`src/rtl/uart_mem_pkg.sv`:
```
// uart_mem_pkg: shared state encodings and baud helper for the UART memory loader.
// Contents: ld_state_t (loader FSM states), rx_state_t (receiver states), clks_per_bit().
package uart_mem_pkg;
  typedef enum logic [2:0] {LEN_LO, LEN_HI, DATA, DONE, ERROR} ld_state_t;
  typedef enum logic [1:0] {IDLE, START, BITS, STOP} rx_state_t;
  function automatic int clks_per_bit(input int clk_freq, input int baud);
    return clk_freq / baud;
  endfunction
endpackage

```
`src/rtl/uart_rx.sv`:
```
// uart_rx: 8N1 UART receiver with mid-bit sampling and start-bit glitch rejection.
// Ports: clk, rst (async, active-high), rx (async line, idle high),
//        rx_valid (1-cycle pulse with rx_data), rx_data[7:0], rx_ferr (1-cycle pulse, bad stop bit).
module uart_rx import uart_mem_pkg::*; #(
  parameter int CLK_FREQ = 12_000_000,
  parameter int BAUD = 9600
) (
  input  logic       clk,
  input  logic       rst,
  input  logic       rx,
  output logic       rx_valid,
  output logic [7:0] rx_data,
  output logic       rx_ferr
);
  localparam int CPB = clks_per_bit(CLK_FREQ, BAUD);
  localparam int CW = $clog2(CPB);
  localparam logic [CW-1:0] FULL = CW'(CPB - 1);
  localparam logic [CW-1:0] HALF = CW'(CPB / 2 - 1);
  rx_state_t st_q, st_d;
  logic [CW-1:0] cnt_q, cnt_d;
  logic [2:0] idx_q, idx_d;
  logic [7:0] sh_q, sh_d;
  logic [1:0] sync_q;
  logic valid_q, valid_d, ferr_q, ferr_d, s, tick;
  assign s = sync_q[1];
  assign tick = cnt_q == '0;
  always_comb begin
    st_d = st_q;
    cnt_d = tick ? cnt_q : cnt_q - 1'b1;
    idx_d = idx_q;
    sh_d = sh_q;
    valid_d = 1'b0;
    ferr_d = 1'b0;
    unique case (st_q)
      IDLE: if (!s) begin
        st_d = START;
        cnt_d = HALF;
      end
      START: if (tick) begin
        // a line that is high again at mid start bit was only a glitch
        st_d = s ? IDLE : BITS;
        cnt_d = FULL;
        idx_d = '0;
      end
      BITS: if (tick) begin
        sh_d = {s, sh_q[7:1]};
        cnt_d = FULL;
        idx_d = idx_q + 1'b1;
        st_d = idx_q == 3'd7 ? STOP : BITS;
      end
      STOP: if (tick) begin
        valid_d = s;
        ferr_d = !s;
        st_d = IDLE;
      end
    endcase
  end
  always_ff @(posedge clk or posedge rst)
    if (rst) begin
      sync_q <= 2'b11;
      st_q <= IDLE;
      cnt_q <= '0;
      idx_q <= '0;
      sh_q <= '0;
      valid_q <= 1'b0;
      ferr_q <= 1'b0;
    end else begin
      sync_q <= {sync_q[0], rx};
      st_q <= st_d;
      cnt_q <= cnt_d;
      idx_q <= idx_d;
      sh_q <= sh_d;
      valid_q <= valid_d;
      ferr_q <= ferr_d;
    end
  assign rx_valid = valid_q;
  assign rx_data = sh_q;
  assign rx_ferr = ferr_q;
endmodule

```
`src/rtl/uart_mem_loader.sv`:
```
// uart_mem_loader: loads a 16-bit length-prefixed UART byte stream into byte memory from address 0.
// Ports: clk, rst (async, active-high), rx (UART line), start (re-arm pulse from DONE/ERROR),
//        mem_addr/mem_write/mem_data_in (byte write port), busy, load_done, load_err (status).
module uart_mem_loader import uart_mem_pkg::*; #(
  parameter int CLK_FREQ = 12_000_000,
  parameter int BAUD = 9600,
  parameter int ADDR_W = 15
) (
  input  logic              clk,
  input  logic              rst,
  input  logic              rx,
  input  logic              start,
  output logic [ADDR_W-1:0] mem_addr,
  output logic              mem_write,
  output logic [7:0]        mem_data_in,
  output logic              busy,
  output logic              load_done,
  output logic              load_err
);
  localparam int CAP = 1 << ADDR_W;
  logic rx_valid, rx_ferr;
  logic [7:0] rx_data;
  uart_rx #(.CLK_FREQ(CLK_FREQ), .BAUD(BAUD)) u_rx (
    .clk(clk), .rst(rst), .rx(rx), .rx_valid(rx_valid), .rx_data(rx_data), .rx_ferr(rx_ferr)
  );
  ld_state_t st_q, st_d;
  logic [15:0] len_q, len_d, cnt_q, cnt_d, len_full;
  logic [ADDR_W-1:0] addr_q, addr_d;
  logic [7:0] data_q, data_d;
  logic wr_q, wr_d, busy_q, busy_d, done_q, done_d, err_q, err_d;
  assign len_full = {rx_data, len_q[7:0]};
  always_comb begin
    st_d = st_q;
    len_d = len_q;
    cnt_d = cnt_q;
    addr_d = addr_q;
    data_d = data_q;
    wr_d = 1'b0;
    unique case (st_q)
      LEN_LO: if (rx_ferr) st_d = ERROR;
        else if (rx_valid) begin
          len_d[7:0] = rx_data;
          st_d = LEN_HI;
        end
      LEN_HI: if (rx_ferr) st_d = ERROR;
        else if (rx_valid) begin
          len_d = len_full;
          cnt_d = '0;
          st_d = len_full == 16'd0 ? DONE : {16'd0, len_full} > 32'(CAP) ? ERROR : DATA;
        end
      DATA: if (rx_ferr) st_d = ERROR;
        else if (rx_valid) begin
          wr_d = 1'b1;
          addr_d = cnt_q[ADDR_W-1:0];
          data_d = rx_data;
          cnt_d = cnt_q + 16'd1;
          st_d = cnt_d == len_q ? DONE : DATA;
        end
      DONE, ERROR: if (start) st_d = LEN_LO;
    endcase
    busy_d = st_d == LEN_HI || st_d == DATA;
    // flags follow the registered state, so load_done lands one cycle after the final strobe
    done_d = st_q == DONE && !start;
    err_d = st_q == ERROR && !start;
  end
  always_ff @(posedge clk or posedge rst)
    if (rst) begin
      st_q <= LEN_LO;
      len_q <= '0;
      cnt_q <= '0;
      addr_q <= '0;
      data_q <= '0;
      wr_q <= 1'b0;
      busy_q <= 1'b0;
      done_q <= 1'b0;
      err_q <= 1'b0;
    end else begin
      st_q <= st_d;
      len_q <= len_d;
      cnt_q <= cnt_d;
      addr_q <= addr_d;
      data_q <= data_d;
      wr_q <= wr_d;
      busy_q <= busy_d;
      done_q <= done_d;
      err_q <= err_d;
    end
  assign mem_addr = addr_q;
  assign mem_write = wr_q;
  assign mem_data_in = data_q;
  assign busy = busy_q;
  assign load_done = done_q;
  assign load_err = err_q;
endmodule
```
`config.mk`:
```
export PLATFORM = sky130hd
export DESIGN_NAME = uart_mem_loader
export DESIGN_NICKNAME = d
export VERILOG_FILES = /design/src/rtl/uart_mem_pkg.sv /design/src/rtl/uart_rx.sv /design/src/rtl/uart_mem_loader.sv
export SDC_FILE = /design/constraint.sdc
export NUM_CORES = 1
export LEC_CHECK = 0
export ABC_AREA = 1
export ABC_CLOCK_PERIOD_IN_PS = 6600
export CAP_MARGIN = 5
export CORE_MARGIN = 5
export CORE_UTILIZATION = 49
export CTS_BUF_LIST = sky130_fd_sc_hd__clkbuf_16
export DETAILED_ROUTE_END_ITERATION = 12
export PLACE_DENSITY = 0.76
export REMOVE_ABC_BUFFERS = 1
export SLEW_MARGIN = 20
export SYNTH_ARGS = -nofsm -noshare
export SYNTH_HDL_FRONTEND = slang
export SYNTH_HIERARCHICAL = 1
export SYNTH_SLANG_ARGS = --single-unit
```
`constraint.sdc`:
```
create_clock -name clk -period 6.6 [get_ports clk]
set_clock_uncertainty 0.15 [all_clocks]
set_input_delay 1.32 -clock clk [delete_from_list [all_inputs] [get_ports clk]]
set_output_delay 1.32 -clock clk [all_outputs]
set_load 0.02 [all_outputs]
```
==> run summary <==
Initial core utilization: 50.28%
Number of buffers created by CTS: 9
Worst Path Max Fanout: 2
Hold path startpoint: u_rx/sync_q[0]
Worst path slowest cell: clkdlybuf4s50_1
Vias in the first global route: 3772
Worst Setup SP: mem_data_in[5]
Max frequency: 361.3 MHz
Resize count post-CTS: 0
Total track usage: 17.43%
Maxcap violations: 0
Antenna diode count: 0
Worst path depth: 1
Fin Setup TNS: 0 ns
Crit path DAT: 1.30 ns
DIE AREA: 11530 um^2
Synth unique cells: 32
RSZ-0062 raised after global routing: no
Seq/Total Area, Yosys: 48.53%
FF-to-FF path depth: 6
Final setup vio count: 0
First-pass GRT wire length: 16410 um
Remaining antenna violation count: 0
Final WS setup: 3.832 ns
Commonest non-fill, non-tap cell in the layout: nand2_1
Share of post-route cells with drive strength above 1: 7.605%
Setup crit start kind: register
Final max-slew violation count: 0
H-tree depth: 3
Die W: 107.4 um
Detailed Route Iter0 Violations: 145
Outcome: completed
Avg Inst Size Synth: 7.969 um^2
Row count: 35
Leak: 2.523 nW
Gpl congestion: 0.8852
Post-synth top area share: 47.40%
Antenna violations before repair: 0
Worst VDD drop: 0.1142 mV
Tcrit/Tclk final: 41.94%
Crit end category: output port
CP cell instances: clkdlybuf4s50_1
DR vias/cell: 5.173
Clk slew on worst S/H paths: 0.06 ns
Buf+Inv Stages, Crit Path: 1
Via count: 3864
Worst slack at placement: 3.791 ns
Final Util: 57.91%
YS warnings: 6
Post-route minimum period: 2.768 ns
Fillers: 829
CP Class: reg2out
Hold_ws: 0.2153 ns
Max stage delay on crit path: 0.61 ns
CTS max path bufs: 2
Mapped Cells: 583
Min-Delay Path Depth: 0
Total Wirelength: 9449 um
Slew @ Worst Pin: 0.7696 ns
Buffer count from post-CTS setup fixing: 0
NumNets Final: 627
Residual DRC count: 0
Gr ovfl total: 0
Clock Sinks: 90
Min-Delay Path Class: reg2reg
IO Pins: 31
Router iterations before antenna repair: 5
#FFs+latches synth: 90
Die height: 107.4 um
Final std cells w/o fill: 747
CTS tree: built
DR WL/cell: 12.65 um
Most frequent cells in the layout: nand2_1 (171), dfrtp_1 (88), inv_1 (70), o21ai_0 (52), nor2_1 (44)
Root Driver: clkbuf_16
CP required: 5.13 ns
Inst Count DP: 731
Fin. Hold Viols: 0
Post-DP HPWL: 6879 um
PD cells: 199.4 nW/um^2
Delay-heaviest family, CP: buffers and inverters
Largest net degree at the start of global routing: 63
Synth area leader: dfrtp_1
P&R area growth vs syn: 15.19%
Clock Latency Late Sink: 0.34 ns
Post-synthesis cell area: 4646 um^2
FF-to-FF Start: st_q[1]
Rel. slew slack: 48.69%
Area contributors post-synth: dfrtp_1 (47%), nand2_1 (14%), inv_1 (5.7%)
CTS Hold Bufs: 0
Port buffer count: 30
Core ar.: 9240 um^2
==> synth_stat cells <==
master and n:
o21bai_1 3, dfstp_2 2, o21ai_0 52, nand4_1 8
a21oi_1 9, nor4_1 3, or2_2 2, xnor3_1 1
xor2_1 6, nor2_2 4, nand3b_1 6, o21ai_1 3
nand2_4 1, clkbuf_1 8, nor2_4 3, nand2_2 4
o311ai_1 1, nor2_1 44, buf_6 2, o22ai_1 11
o21ai_2 8, nor3_1 9, buf_2 3, inv_1 71
nand3_1 43, xnor2_1 3, nor3_2 2, dfrtp_1 88
ha_1 10, a22oi_4 1, nand3_2 1, nand2_1 171
==> final timing paths <==
path,endpoint,slack (ns)
setup / recovery,mem_data_in[5],3.83
hold / removal,u_rx/sync_q[1],0.22
setup reg to reg,cnt_q[11],4.09
hold reg to reg,u_rx/sync_q[1],0.22
max in group asynchronous,len_q[1],4.36
min in group asynchronous,u_rx/cnt_q[2],1.26
==> area by class of cell <==
cell class / count / area (um^2) / area share [%]
Clock buffer: 9 / 225.2 / 4.209
Clock inverter: 7 / 71.32 / 1.333
Inverter: 71 / 266.5 / 4.980
Multi-Input combinational cell: 409 / 2057 / 38.44
Sequential cell: 90 / 2255 / 42.13
Tap cell: 129 / 161.4 / 3.016
Timing Repair Buffer: 32 / 315.3 / 5.892
==> worst reg2reg max path, delay by kind of cell, from the launching register on <==
kind	cells	cell delay, ns
simple gates	3	1.21
buf+inv	2	0.40
flops	1	0.38
compound gates	1	0.21
==> per-stage QoR <==
| step | power, mW | cell area [um^2] |
|---|---|---|
| after detailed placement | 0.5775 | 5055 |
| final | 1.067 | 5351 |
| after global placement | 0.5773 | 5055 |
| after floorplan | 0.5719 | 4578 |
| after global routing | 1.103 | 5351 |
| after CTS | 1.080 | 5351 |
==> where the power goes <==
part	internal [mW]	total [mW]	switching, mW
clock	0.292	0.500	0.208
sequential	0.553	0.553	0.000607
combinational	0.00220	0.0131	0.0109
==> cells by family after synthesis <==
logic type | count (synthesis) | synth area share, %
buffers and inverters | 84 | 7.191
xor gates and xnor gates | 10 | 2.182
DFF | 90 | 48.53
adders and majority gates | 10 | 2.693
and+or+nand+nor | 301 | 28.39
AOI/OAI and AO/OA | 88 | 11.02
==> registers in the layout (all words and copies together), names as in the netlist, named ones only <==
| signal | count |
|---|---|
| u_rx/cnt_q | 11 |
| len_q | 16 |
| load_done | 1 |
| u_rx/rx_ferr | 1 |
| st_q | 3 |
| load_err | 1 |
| u_rx/rx_valid | 1 |
| cnt_q | 16 |
| u_rx/st_q | 1 |
| mem_data_in | 8 |
| mem_addr | 15 |
| mem_write | 1 |
| busy | 1 |
| u_rx/idx_q | 3 |
| u_rx/sync_q | 2 |
| u_rx/rx_data | 8 |
==> metal layers <==
| layer | up-vias | wire length, um | global-route usage (%) |
|---|---|---|---|
| met5 | - | 0 | 0 |
| met4 | 0 | 88 | 5.050 |
| met3 | 11 | 498 | 4.379 |
| met2 | 93 | 4894 | 32.22 |
| met1 | 1808 | 3968 | 19.77 |
| li1 | 1952 | - | - |
(Power assumes the default switching activity.)
